--- src/rtl/stack_ctrl_if.sv ---
// Command/response/status bundle between a command source and stack_ctrl.
interface stack_ctrl_if #(
  parameter int unsigned STACK_WIDTH = 18,
  parameter int unsigned DEPTH       = 4
);
  localparam int unsigned CW = $clog2(DEPTH) + 1;

  logic                   i_cmd_valid;
  logic                   o_cmd_ready;
  logic [1:0]             i_cmd_op;
  logic [STACK_WIDTH-1:0] i_cmd_data;
  logic                   o_rsp_valid;
  logic                   i_rsp_ready;
  logic [STACK_WIDTH-1:0] o_rsp_data;
  logic [CW-1:0]          o_count;
  logic                   o_empty;
  logic                   o_full;
  logic                   o_ovf;

  modport master (
    output i_cmd_valid, i_cmd_op, i_cmd_data, i_rsp_ready,
    input  o_cmd_ready, o_rsp_valid, o_rsp_data, o_count, o_empty, o_full, o_ovf
  );

  modport slave (
    input  i_cmd_valid, i_cmd_op, i_cmd_data, i_rsp_ready,
    output o_cmd_ready, o_rsp_valid, o_rsp_data, o_count, o_empty, o_full, o_ovf
  );
endinterface

--- src/rtl/stack_ctrl.sv ---
// Flow-controlled sequencer around a raw circular stack: push/pop/replace/flush
// commands, occupancy tracking and a registered popped-word response channel.
module stack #(
  parameter int unsigned W     = 18,
  parameter int unsigned DEPTH = 4
) (
  input  logic         i_clk,
  input  logic         i_rst,
  input  logic         i_push,
  input  logic         i_pop,
  input  logic [W-1:0] i_data,
  output logic [W-1:0] o_data
);
  localparam int unsigned AW = $clog2(DEPTH);

  logic [AW-1:0] ptr_q, ptr_d, top;
  logic [W-1:0]  mem_q [DEPTH];
  logic [W-1:0]  mem_d [DEPTH];
  logic [W-1:0]  data_q, data_d;

  // Pointer wraps modulo DEPTH; push+pop swaps the top word in place.
  always_comb begin
    top    = ptr_q - AW'(1);
    ptr_d  = ptr_q;
    data_d = data_q;
    mem_d  = mem_q;
    if (i_push && i_pop) begin
      data_d     = mem_q[top];
      mem_d[top] = i_data;
    end else if (i_push) begin
      mem_d[ptr_q] = i_data;
      ptr_d        = ptr_q + AW'(1);
    end else if (i_pop) begin
      data_d = mem_q[top];
      ptr_d  = top;
    end
  end

  always_ff @(posedge i_clk) begin
    if (i_rst) begin
      ptr_q  <= '0;
      data_q <= '0;
      mem_q  <= '{default: '0};
    end else begin
      ptr_q  <= ptr_d;
      data_q <= data_d;
      mem_q  <= mem_d;
    end
  end

  assign o_data = data_q;
endmodule

module stack_ctrl #(
  parameter int unsigned STACK_WIDTH = 18,
  parameter int unsigned DEPTH       = 4,
  parameter int unsigned OVERWRITE   = 0
) (
  input logic         i_clk,
  input logic         i_rst,
  stack_ctrl_if.slave bus
);
  localparam int unsigned CW = $clog2(DEPTH) + 1;
  localparam logic [1:0] OP_PUSH  = 2'b00;
  localparam logic [1:0] OP_POP   = 2'b01;
  localparam logic [1:0] OP_REPL  = 2'b10;
  localparam logic [1:0] OP_FLUSH = 2'b11;

  typedef enum logic [1:0] {IDLE, RESP, FLUSH} state_e;

  state_e        state_q, state_d;
  logic [CW-1:0] count_q, count_d;
  logic          empty_q, empty_d;
  logic          full_q, full_d;
  logic          ovf_q, ovf_d;
  logic          op_legal, can_take, cmd_ready_c, accept;
  logic          stk_push, stk_pop, stk_flush;

  always_comb begin
    state_d   = state_q;
    count_d   = count_q;
    ovf_d     = ovf_q;
    stk_push  = 1'b0;
    stk_pop   = 1'b0;
    stk_flush = 1'b0;

    unique case (bus.i_cmd_op)
      OP_PUSH:  op_legal = !full_q || (OVERWRITE != 0);
      OP_POP,
      OP_REPL:  op_legal = !empty_q;
      default:  op_legal = 1'b1;
    endcase

    can_take    = (state_q == IDLE) || ((state_q == RESP) && bus.i_rsp_ready);
    cmd_ready_c = can_take && op_legal;
    accept      = bus.i_cmd_valid && cmd_ready_c;

    if (accept) begin
      unique case (bus.i_cmd_op)
        OP_PUSH: begin
          stk_push = 1'b1;
          if (full_q) ovf_d = 1'b1;
          else        count_d = count_q + CW'(1);
        end
        OP_POP: begin
          stk_pop = 1'b1;
          count_d = count_q - CW'(1);
        end
        OP_REPL: begin
          stk_push = 1'b1;
          stk_pop  = 1'b1;
        end
        default: begin
          stk_flush = 1'b1;
          count_d   = '0;
          ovf_d     = 1'b0;
        end
      endcase
    end

    // A pending response blocks everything until the consumer takes it.
    case (state_q)
      IDLE, RESP: begin
        if ((state_q == IDLE) || bus.i_rsp_ready) begin
          state_d = IDLE;
          if (stk_pop)   state_d = RESP;
          if (stk_flush) state_d = FLUSH;
        end
      end
      default: state_d = IDLE;
    endcase

    empty_d = (count_d == '0);
    full_d  = (count_d == CW'(DEPTH));
  end

  always_ff @(posedge i_clk) begin
    if (i_rst) begin
      state_q <= IDLE;
      count_q <= '0;
      empty_q <= 1'b1;
      full_q  <= 1'b0;
      ovf_q   <= 1'b0;
    end else begin
      state_q <= state_d;
      count_q <= count_d;
      empty_q <= empty_d;
      full_q  <= full_d;
      ovf_q   <= ovf_d;
    end
  end

  stack #(.W(STACK_WIDTH), .DEPTH(DEPTH)) u_stack (
    .i_clk  (i_clk),
    .i_rst  (i_rst | stk_flush),
    .i_push (stk_push),
    .i_pop  (stk_pop),
    .i_data (bus.i_cmd_data),
    .o_data (bus.o_rsp_data)
  );

  assign bus.o_cmd_ready = cmd_ready_c;
  assign bus.o_rsp_valid = (state_q == RESP);
  assign bus.o_count     = count_q;
  assign bus.o_empty     = empty_q;
  assign bus.o_full      = full_q;
  assign bus.o_ovf       = ovf_q;
endmodule

--- src/flat_wrapper.sv ---
// flat-port wrapper written by rule: the top's interface ports become plain ports
module stack_ctrl_flat 
#(
  parameter int unsigned STACK_WIDTH = 18,
  parameter int unsigned DEPTH       = 4,
  parameter int unsigned OVERWRITE   = 0
)
  (i_clk, i_rst, bus_i_cmd_valid, bus_i_cmd_op, bus_i_cmd_data, bus_i_rsp_ready, bus_o_cmd_ready, bus_o_rsp_valid, bus_o_rsp_data, bus_o_count, bus_o_empty, bus_o_full, bus_o_ovf);
  stack_ctrl_if #(.STACK_WIDTH(STACK_WIDTH), .DEPTH(DEPTH)) bus_i ();
  input logic i_clk;
  input logic i_rst;
  input wire logic [$bits(bus_i.i_cmd_valid)-1:0] bus_i_cmd_valid;
  input wire logic [$bits(bus_i.i_cmd_op)-1:0] bus_i_cmd_op;
  input wire logic [$bits(bus_i.i_cmd_data)-1:0] bus_i_cmd_data;
  input wire logic [$bits(bus_i.i_rsp_ready)-1:0] bus_i_rsp_ready;
  output wire logic [$bits(bus_i.o_cmd_ready)-1:0] bus_o_cmd_ready;
  output wire logic [$bits(bus_i.o_rsp_valid)-1:0] bus_o_rsp_valid;
  output wire logic [$bits(bus_i.o_rsp_data)-1:0] bus_o_rsp_data;
  output wire logic [$bits(bus_i.o_count)-1:0] bus_o_count;
  output wire logic [$bits(bus_i.o_empty)-1:0] bus_o_empty;
  output wire logic [$bits(bus_i.o_full)-1:0] bus_o_full;
  output wire logic [$bits(bus_i.o_ovf)-1:0] bus_o_ovf;
  assign bus_i.i_cmd_valid = bus_i_cmd_valid;
  assign bus_i.i_cmd_op = bus_i_cmd_op;
  assign bus_i.i_cmd_data = bus_i_cmd_data;
  assign bus_i.i_rsp_ready = bus_i_rsp_ready;
  assign bus_o_cmd_ready = bus_i.o_cmd_ready;
  assign bus_o_rsp_valid = bus_i.o_rsp_valid;
  assign bus_o_rsp_data = bus_i.o_rsp_data;
  assign bus_o_count = bus_i.o_count;
  assign bus_o_empty = bus_i.o_empty;
  assign bus_o_full = bus_i.o_full;
  assign bus_o_ovf = bus_i.o_ovf;
  stack_ctrl #(.STACK_WIDTH(STACK_WIDTH), .DEPTH(DEPTH), .OVERWRITE(OVERWRITE)) u_core (.i_clk(i_clk), .i_rst(i_rst), .bus(bus_i));
endmodule
--- config.mk ---
export PLATFORM = sky130hd
export DESIGN_NAME = stack_ctrl_flat
export DESIGN_NICKNAME = d
export VERILOG_FILES = /design/src/rtl/stack_ctrl_if.sv /design/src/rtl/stack_ctrl.sv /design/src/flat_wrapper.sv
export SDC_FILE = /design/constraint.sdc
export NUM_CORES = 1
export LEC_CHECK = 0
export BUFFER_PORTS_ARGS = -buffer_cell sky130_fd_sc_hd__buf_2
export CAP_MARGIN = 40
export CORE_ASPECT_RATIO = 2
export CORE_MARGIN = 2
export CORE_UTILIZATION = 58
export DETAILED_ROUTE_END_ITERATION = 8
export GPL_ROUTABILITY_DRIVEN = 0
export HOLD_SLACK_MARGIN = 0.1
export PLACE_DENSITY = 0.79
export SLEW_MARGIN = 20
export SYNTH_ARGS = -nofsm -noshare
export SYNTH_HDL_FRONTEND = slang
export SYNTH_SLANG_ARGS = --single-unit
--- constraint.sdc ---
create_clock -name i_clk -period 4.3 [get_ports i_clk]
set_input_delay 0.86 -clock i_clk [delete_from_list [all_inputs] [get_ports i_clk]]
set_output_delay 0.86 -clock i_clk [all_outputs]
set_load 0.01 [all_outputs]
After elaboration in Yosys (flattened, before gate mapping) --
Cells that the tools add are included.
Operators by class: reductions and logical operators 24, bitwise gates (word level) 6, $add $sub $neg 4, equality and inequality tests 6, magnitude comparators 4, multiplexer cells 30
Operators by type and width (number):
- bitwise mux 72 bit | 2
- two-way mux 72 bit | 2
- two-way mux 18 bit | 7
- demux 18 bit (select 2 bit) | 2
- binary-select mux 18 bit (select 2 bit) | 1
- case mux 3 bit (3 select lines) | 1
- two-way mux 1 bit | 8
- OR reduction 2 bit | 4
- >= comparator 3 bit (second input constant) | 2
- logical AND 1 bit | 6
- < comparator 3 x 1 -> 1 bit (second input constant) | 2
- two-way mux 2 bit | 3
- two-way mux 3 bit | 2
- NOT 2 -> 3 bit | 2
- nonzero test 2 bit | 3
- equality test 2 x 1 -> 1 bit (second input constant) | 2
- zero test 2 bit | 2
- != test 2 x 1 -> 1 bit (second input constant) | 2
- case mux 1 bit (2 select lines) | 2
- AND reduction 2 bit | 2
- adder 3 x 1 -> 3 bit (second input constant) | 1
- equality test 3 bit (second input constant) | 1
- zero test 3 bit | 1
- NOT 1 bit | 3
- other kinds (9) | 11
Storage, ports and cells: output and inout port bits 26, logic and storage cells 85, register bits after elaboration 100

Logic depth before layout (Yosys ltp) --
Gate-level depths: netlist of run 1.
depth after elaboration 9, gate-level depth with buffers 15, gate-level depth less buffers 11

Hierarchy --
From an unflattened synthesis of run 1, not the netlist that was laid out.
Unflattened totals: cells, all modules 475, area total of the unflattened synthesis 4598.2 µm²
Modules (own cells, without submodules):
- stack | area each 4015.1 µm², instances 1, cells an instance 411
- stack_ctrl | area each 583.1 µm², instances 1, cells an instance 64

Worst setup path after synthesis of run 1 --
No wires, ideal clock.
path kind input port to flip-flop, from input port bus_i_cmd_op[0], to register u_core.u_stack.mem_q[10] in the netlist's numbering, stages 15, path buffers 4, data arrival time 3353 ps, slack 820 ps, library setup time 128 ps, cells stage by stage inv_1 > ha_1 > and2b_1 > o311ai_4 > or2_4 > inv_2 > buf_4 > ha_1 > buf_1 > mux2i_1 > nor3_1 > buf_6 > buf_12 > mux2i_1 > nor2_1
On the way: cells in the longest elaborated chain, start to end 8
RTL lines:
- start: declaration | RTL line flat_wrapper.sv:13 | input wire logic [$bits(bus_i.i_cmd_op)-1:0] bus_i_cmd_op;
- equality test 2 x 1 -> 1 bit or equality test 2 bit (tied branches) | RTL line stack_ctrl.sv:87, stack_ctrl.sv:99
- OR reduction 2 bit (no source line)
- case mux 1 bit (2 select lines) | RTL line stack_ctrl.sv:87 | unique case (bus.i_cmd_op)
- logical AND 1 bit | RTL line stack_ctrl.sv:95 | cmd_ready_c = can_take && op_legal;
- logical AND 1 bit | RTL line stack_ctrl.sv:96 | accept = bus.i_cmd_valid && cmd_ready_c;
- two-way mux 1 bit | RTL line stack_ctrl.sv:98 | if (accept) begin
- logical AND 1 bit | RTL line stack_ctrl.sv:27 | if (i_push && i_pop) begin
- two-way mux 72 bit or nonzero test 2 bit (tied branches)
- end signal: assignment | RTL line stack_ctrl.sv:47 | mem_q <= mem_d;
- end: declaration | RTL line stack_ctrl.sv:17 | logic [W-1:0] mem_q [DEPTH];
Parallel ways exist; a longest one is shown, timed or not. A chain may end at the register's enable or synchronous reset.

Worst setup path after layout of run 1 --
from input port bus_i_cmd_op[0], to register u_core.u_stack.mem_q[22] in the netlist's numbering
The elaborated chain is that of the path after synthesis.

==> results of run 1 <==
==> synth_stat cells, types with 2 or more instances <==
master    instances  area share
nand2b_1          2      0.0028
ha_1             13       0.036
inv_1            11      0.0091
a21oi_2          10       0.019
mux2i_1          77        0.17
and2_1            2      0.0028
clkbuf_1         13       0.011
nand2_1          29       0.024
dfxtp_1         100        0.44
o21ai_0           3      0.0033
nor2_1           79       0.065
nor2b_1           2      0.0028
nand2_2          10       0.014
nor3_1            6      0.0066
a211oi_1          2      0.0033
nand3_1           2      0.0022
xnor2_1           2      0.0039
a21oi_1          10       0.011
mux4_2           18       0.089
buf_6             7       0.017
buf_12            4       0.018
==> final cells by class <==
type	count	share of cell area
Multi-Input combinational cell	287	0.4515
Sequential cell	100	0.3952
Timing Repair Buffer	57	0.06421
Clock buffer	12	0.05261
Tap cell	94	0.02322
Inverter	12	0.008891
Clock inverter	4	0.004446
==> critical path, stage by stage <==
cell and delay, ns:
buf_2 0.10, inv_1 0.05, ha_1 0.31, and2b_1 0.22, o311ai_4 0.46, or2_4 0.22
inv_2 0.13, ha_1 0.32, mux2i_1 0.17, nor3_2 0.13, buf_4 0.38, mux2i_1 0.25
nor2_1 0.05
==> registers in the layout (all words and copies together) (netlist names) <==
| register | flops |
|---|---|
| u_core.bus.o_ovf | 1 |
| u_core.bus.o_empty | 1 |
| u_core.u_stack.mem_q | 72 |
| u_core.bus.o_count | 3 |
| u_core.u_stack.o_data | 18 |
| u_core.u_stack.ptr_q | 2 |
| u_core.bus.o_full | 1 |
| u_core.state_q | 2 |
==> worst paths after layout <==
path         slack [ns]  cells after the start                       end                startpoint
max                0.83                     13  u_core.u_stack.mem_q[22]           bus_i_cmd_op[0]
min                0.45                      2  u_core.u_stack.o_data[3]  u_core.u_stack.o_data[3]
max reg2reg        1.42                     10  u_core.u_stack.mem_q[22]         u_core.bus.o_full
min reg2reg        0.45                      2  u_core.u_stack.o_data[3]  u_core.u_stack.o_data[3]
==> metal layers <==
layer	up-vias	GRT usage	part of all wire	wire (um)
li1	1538	-	-	-
met3	13	0.04514	0.031	281
met4	0	0.09124	0.018	162
met5	-	0	0	0
met2	68	0.4212	0.55	4952
met1	1530	0.2551	0.40	3672
==> logic make-up after synthesis <==
family                   Yosys count  share of synthesized area
AND/OR/NAND/NOR                  141                     0.1385
multiplexers                      96                     0.2618
XOR/XNOR                           3                   0.005794
adder cells (fa/ha/maj)           13                    0.03586
AO/OA/AOI/OAI                     34                    0.05738
buffers and inverters             39                    0.05931
flip-flops                       100                     0.4414
==> power breakdown <==
part	switching (mW)	total, mW	internal [mW]
Clock	0.339	0.775	0.436
Combinational	0.125	0.209	0.0839
Sequential	0.00969	0.950	0.940
Total	0.474	1.93	1.46
==> out/qor.csv, run 1 <==
stage;metric;value;unit
status;outcome;finished clean;
layout;design area;0.005066;mm2
route;DRT iter0 DRCs;130;
layout;share of cells above drive strength 1;0.2627;
route;Routed Antenna Nets;0;
floorplanning;die width;66.53;um
run;max-cap viol count;0;
timing;Final Cycle Share;0.8059;
route;Vias;3149;
place;Placed Area;0.004777;mm2
synthesis;Async SR Flop Fraction;0;
clocking;clk sinks;100;
place;post-placement cell count;550;
worst_setup_path;WP data required;4.51;ns
power;P_leak;1.844;nW
layout;Finished Core Util;0.6665;
layout;commonest non-fill, non-tap cell in the layout;dfxtp_1;
layout;Layout area overhead;11.70;%
clocking;post-CTS setup buffers;0;
power;worst vdd ir;0.0003902;V
synthesis;Synth Cell Area;0.004536;mm2
layout;Reg area;0.002002;mm2
synthesis;Synthesized Nets;463;
timing;min Tclk post-route;3.465;ns
synthesis;Synthesis Warnings;0;
timing;Final Setup Violations;0;
layout;final non-filler cell total;566;
floorplanning;total die area;0.008586;mm2
timing;Fmax;288.6;MHz
layout;most frequent cells in the layout;100 x dfxtp_1, 79 x nor2_1, 77 x mux2i_1, 49 x buf_2, 28 x nand2_1;
timing;slew margin rel.;0.4977;
place;Place WS;0.4987;ns
clocking;CTS Hold Bufs;0;
layout;Filler cells;602;
synthesis;Cell variety after synth;45;
grt;pin count of the biggest net entering global routing;55;
timing;Final Hold Fails;0;
clocking;post-cts gate resize count;0;
route;final wirelength;9.069;mm
synthesis;Post-synth EDFFs;0;
route;mean routed wirelength per cell;16.02;um
grt;global-route wire length before repair;15.01;mm
clocking;Root Driver;clkbuf_16;
worst_hold_path;Hold Path Class;flop to flop;
clocking;TritonCTS clock tree;yes;
synthesis;top_reg_cell synth;dfxtp_1;
place;post-DP HPWL;6.181;mm
clocking;clock slew at reported path FFs;0.07;ns
clocking;htree depth;3;
grt;vias in the first global route;3152;
floorplanning;# rows;45;
timing;hold slack final;0.4535;ns
grt;initial antenna violation count;0;
layout;Nets;504;
grt;GRT Resource Usage Total;0.2307;
floorplanning;die height;129.1;um
synthesis;#FFs+latches synth;100;
synthesis;cells after synthesis;426;
route;drt pass-1 iters;5;
worst_setup_path;Crit Path Category;input pin to flop;
worst_setup_path;crit path launch type;input pin;
worst_setup_path;Crit path arrival time;3.68;ns
timing;Slew Limit Fails;0;
floorplanning;core area;0.007601;mm2
clocking;TritonCTS Buffers;9;
synthesis;Seq/Total Area, Yosys;0.4414;
layout;ant diodes;0;
clocking;Clock Path Buffers;2;
worst_setup_path;critical path fanouts, max;19;
place;Port Buffers;49;
layout;area of the multi-input gates;0.002287;mm2
grt;grt total ovfl;0;
clocking;latest clock arrival within the worst-skew pair;0.35;ns
power;PD cells;381.9;mW/mm2
timing;RSZ-0062 raised after global routing;false;
floorplanning;Ports;50;
timing;PnR worst setup slack;0.8348;ns
power;Tot Pwr;1.935;mW
timing;Worst Skew;0.004324;ns
timing;Slew @ Worst Pin;0.7509;ns
route;vias per cell;5.564;
floorplanning;Starting Density;0.5967;
timing;TNS Setup;0;ns
synthesis;mean post-synth cell area;10.65;um2
worst_setup_path;Critical Path End Type;flop;
route;DRC viols;0;
(Power assumes the default switching activity.)
==> run 2, diff against run 1 <==
Settings changed: ABC_AREA set to 1.
Clock period 4.3 ns to 3.3 ns, I/O delays scaled along.
==> run 2 against run 1 <==
Sequential share of layout area increased by 0.34 points. Clock power is 45% higher. Global-route usage rose by 3.3 points. Via count grew 29%. Wire length is 20% higher. Largest power group unchanged. Critical path type unchanged. Power is 47% higher.
==> out/qor.csv, run 2 <==
stage;metric;value;unit;change
status;outcome;finished clean;;
floorplanning;core area;0.007601;mm2;unchanged
timing;Final Setup Violations;0;;unchanged
worst_setup_path;crit-path cells;buf_2 -> inv_1 -> ha_1 -> nand2_1 -> nand3_4 -> nand3_4 -> nor2_8 -> ha_1 -> mux2_2 -> nand2_4 -> inv_6 -> nor2_1 -> nor2_1;;
grt;initial antenna violation count;0;;unchanged
synthesis;mean post-synth cell area;7.468;um2;-30%
place;Placed Area;0.004707;mm2;-1.5%
synthesis;top_reg_cell synth;dfxtp_1;;
layout;Filler cells;692;;+15%
clocking;post-CTS setup buffers;0;;unchanged
place;Port Buffers;49;;unchanged
synthesis;Post-Synth Simple-Gate Area;0.2547;;+0.1162
synthesis;Synth top cells by count;197 x nor2_1, 100 x dfxtp_1, 82 x o21ai_0;;
synthesis;cells after synthesis;611;;+43%
layout;largest reg by FF count;u_core.u_stack.mem_q;;
synthesis;post-synthesis mux area share;0.009871;;-0.2519
timing;Fmax;374.8;MHz;
timing;RSZ-0062 raised after global routing;false;;
place;post-placement cell count;729;;+33%
layout;ant diodes;0;;unchanged
grt;grt total ovfl;0;;unchanged
worst_setup_path;Critical Path End Type;flop;;
clocking;clock slew at reported path FFs;0.07;ns;about the same
synthesis;Post-synth EDFFs;0;;unchanged
worst_setup_path;crit path max-delay cell type;mux2_2;;
clocking;latest clock arrival within the worst-skew pair;0.35;ns;about the same
timing;min Tclk post-route;2.668;ns;
timing;PnR worst setup slack;0.6319;ns;-0.2029 ns
power;worst vdd ir;0.0003875;V;-0.67%
clocking;TritonCTS clock tree;yes;;
power;Tot Pwr;2.838;mW;+47%
synthesis;top cells by area in the synthesized netlist;dfxtp_1 44%, nor2_1 16%, o21ai_0 9.0%;;
floorplanning;# rows;45;;unchanged
clocking;post-cts gate resize count;0;;unchanged
worst_setup_path;WP data required;3.54;ns;-0.97 ns
route;vias per cell;5.473;;-1.6%
synthesis;Synthesis Warnings;0;;unchanged
timing;Slew Limit Fails;0;;unchanged
synthesis;#FFs+latches synth;100;;unchanged
clocking;htree depth;3;;unchanged
floorplanning;total die area;0.008636;mm2;+0.58%
floorplanning;Ports;50;;unchanged
layout;design area;0.005022;mm2;-0.86%
worst_setup_path;Crit Path Category;input pin to flop;;
synthesis;share of the synthesized area in the top cell type;0.4387;;-0.002663
grt;global-route wire length before repair;17.22;mm;+15%
grt;pin count of the biggest net entering global routing;73;;+33%
worst_setup_path;Max stage delay on crit path;0.38;ns;-0.08 ns
route;drt pass-1 iters;8;;+3
synthesis;area leader, netlist;dfxtp_1;;
place;post-DP HPWL;7.180;mm;+16%
worst_setup_path;crit path launch type;input pin;;
clocking;CTS Hold Bufs;0;;unchanged
synthesis;Async SR Flop Fraction;0;;unchanged
route;mean routed wirelength per cell;14.58;um;-9.0%
synthesis;Synthesized Nets;648;;+40%
route;Routed Antenna Nets;0;;unchanged
route;DRC viols;0;;unchanged
floorplanning;die width;66.72;um;+0.29%
layout;commonest non-fill, non-tap cell in the layout;nor2_1;;
grt;GRT Resource Usage Total;0.2637;;+0.03307
clocking;Root Driver;clkbuf_16;;
timing;Final Cycle Share;0.8085;;
layout;max reg flops;72;;unchanged
worst_setup_path;critical path fanouts, max;19;;unchanged
clocking;Clock Path Buffers;2;;unchanged
floorplanning;die height;129.4;um;+0.29%
route;Vias;4072;;+29%
route;DRT iter0 DRCs;246;;+89%
timing;slew margin rel.;0.5910;;+0.09332
synthesis;post-synthesis xor/xnor area fraction;0.001919;;-0.003874
power;PD cells;565.0;mW/mm2;+48%
synthesis;combinational family with the most area after synthesis;simple AND/OR/NAND/NOR gates;;
clocking;clk sinks;100;;unchanged
clocking;TritonCTS Buffers;9;;unchanged
timing;TNS Setup;0;ns;unchanged
timing;Slew @ Worst Pin;0.6129;ns;-0.1380 ns
layout;Finished Core Util;0.6607;;-0.005761
layout;most frequent cells in the layout;197 x nor2_1, 100 x dfxtp_1, 82 x o21ai_0, 60 x nand2_1, 49 x buf_2;;
grt;vias in the first global route;3738;;+19%
floorplanning;Starting Density;0.6003;;+0.003621
layout;share of cells above drive strength 1;0.1462;;-0.1166
run;max-cap viol count;0;;unchanged
timing;Final Hold Fails;0;;unchanged
route;final wirelength;10.85;mm;+20%
timing;Worst Skew;0.007237;ns;+0.002914 ns
layout;Layout area overhead;10.06;%;
synthesis;Synth Cell Area;0.004563;mm2;+0.61%
synthesis;Synth Area in Compound Gates;0.1716;;+0.1143
power;P_leak;2.130;nW;+16%
worst_setup_path;Crit path arrival time;2.91;ns;-0.77 ns
layout;final non-filler cell total;744;;+31%
synthesis;Cell variety after synth;30;;-33%
layout;Nets;683;;+36%
synthesis;count leader, synth;nor2_1;;
synthesis;Seq/Total Area, Yosys;0.4387;;-0.002663
place;Place WS;0.2932;ns;-0.2054 ns
timing;hold slack final;0.4561;ns;+0.002654 ns
worst_hold_path;Hold Path Class;flop to flop;;
synthesis;Adder-Cell Fraction of Synth Area;0.03565;;-0.0002163
-- run 2: cell count changes after synthesis, moves of 17 or more --
cell,change
nor2_1,+118
o21ai_0,+79
mux2i_1,-77
nand2_1,+31
o21ai_1,+30
mux4_2,-18
o22ai_1,+17
-- run 2: area by class of cell --
cell class                      instances  area (um2)  share of cell area
Tap cell                               94       117.6             0.02342
Clock inverter                          6       90.09             0.01794
Sequential cell                       100        2002              0.3986
Clock buffer                            9       225.2             0.04484
Multi-Input combinational cell        449        2162              0.4305
Inverter                               32       142.6             0.02840
Timing Repair Buffer                   54       282.8             0.05630
-- run 2: worst paths after layout --
| path | depth (start not counted) | slack [ns] | to | startpoint |
|---|---|---|---|---|
| worst min-delay path | 2 | 0.46 | u_core.u_stack.o_data[12] | u_core.u_stack.o_data[12] |
| worst min register to register | 2 | 0.46 | u_core.u_stack.o_data[12] | u_core.u_stack.o_data[12] |
| worst max-delay path | 13 | 0.63 | u_core.u_stack.mem_q[32] | bus_i_cmd_op[0] |
| worst max register to register | 11 | 0.96 | u_core.u_stack.mem_q[32] | u_core.bus.o_full |
-- run 2: cells by family (layout without fill, tap and decap cells) --
logic type / Yosys count / count (layout)
AO/OA/AOI/OAI: 152 / 152
XOR/XNOR: 1 / 1
adder cells (fa/ha/maj): 13 / 13
buffers and inverters: 62 / 101
flip-flops: 100 / 100
multiplexers: 4 / 4
AND/OR/NAND/NOR: 279 / 279
-- run 2: routing by layer --
layer  up-vias  global-route usage  share of wire
li1       2049                   -              -
met1      1862              0.2850           0.39
met2       130              0.4759           0.52
met3        31             0.04253          0.044
met4         0              0.1417          0.041
met5         -                   0              0
-- run 2: power breakdown --
group / leakage [nW] / internal, mW / switching (mW)
Combinational: 1.17 / 0.149 / 0.306
Sequential: 0.808 / 1.24 / 0.0209
Clock: 0.151 / 0.661 / 0.456
Total: 2.13 / 2.05 / 0.784
-- run 2: critical path: cells and delay by family --
family | cells | cell delay [ns]
adders and majority gates | 2 | 0.56
buffers and inverters | 3 | 0.30
muxes | 1 | 0.38
and+or+nand+nor | 7 | 1.00
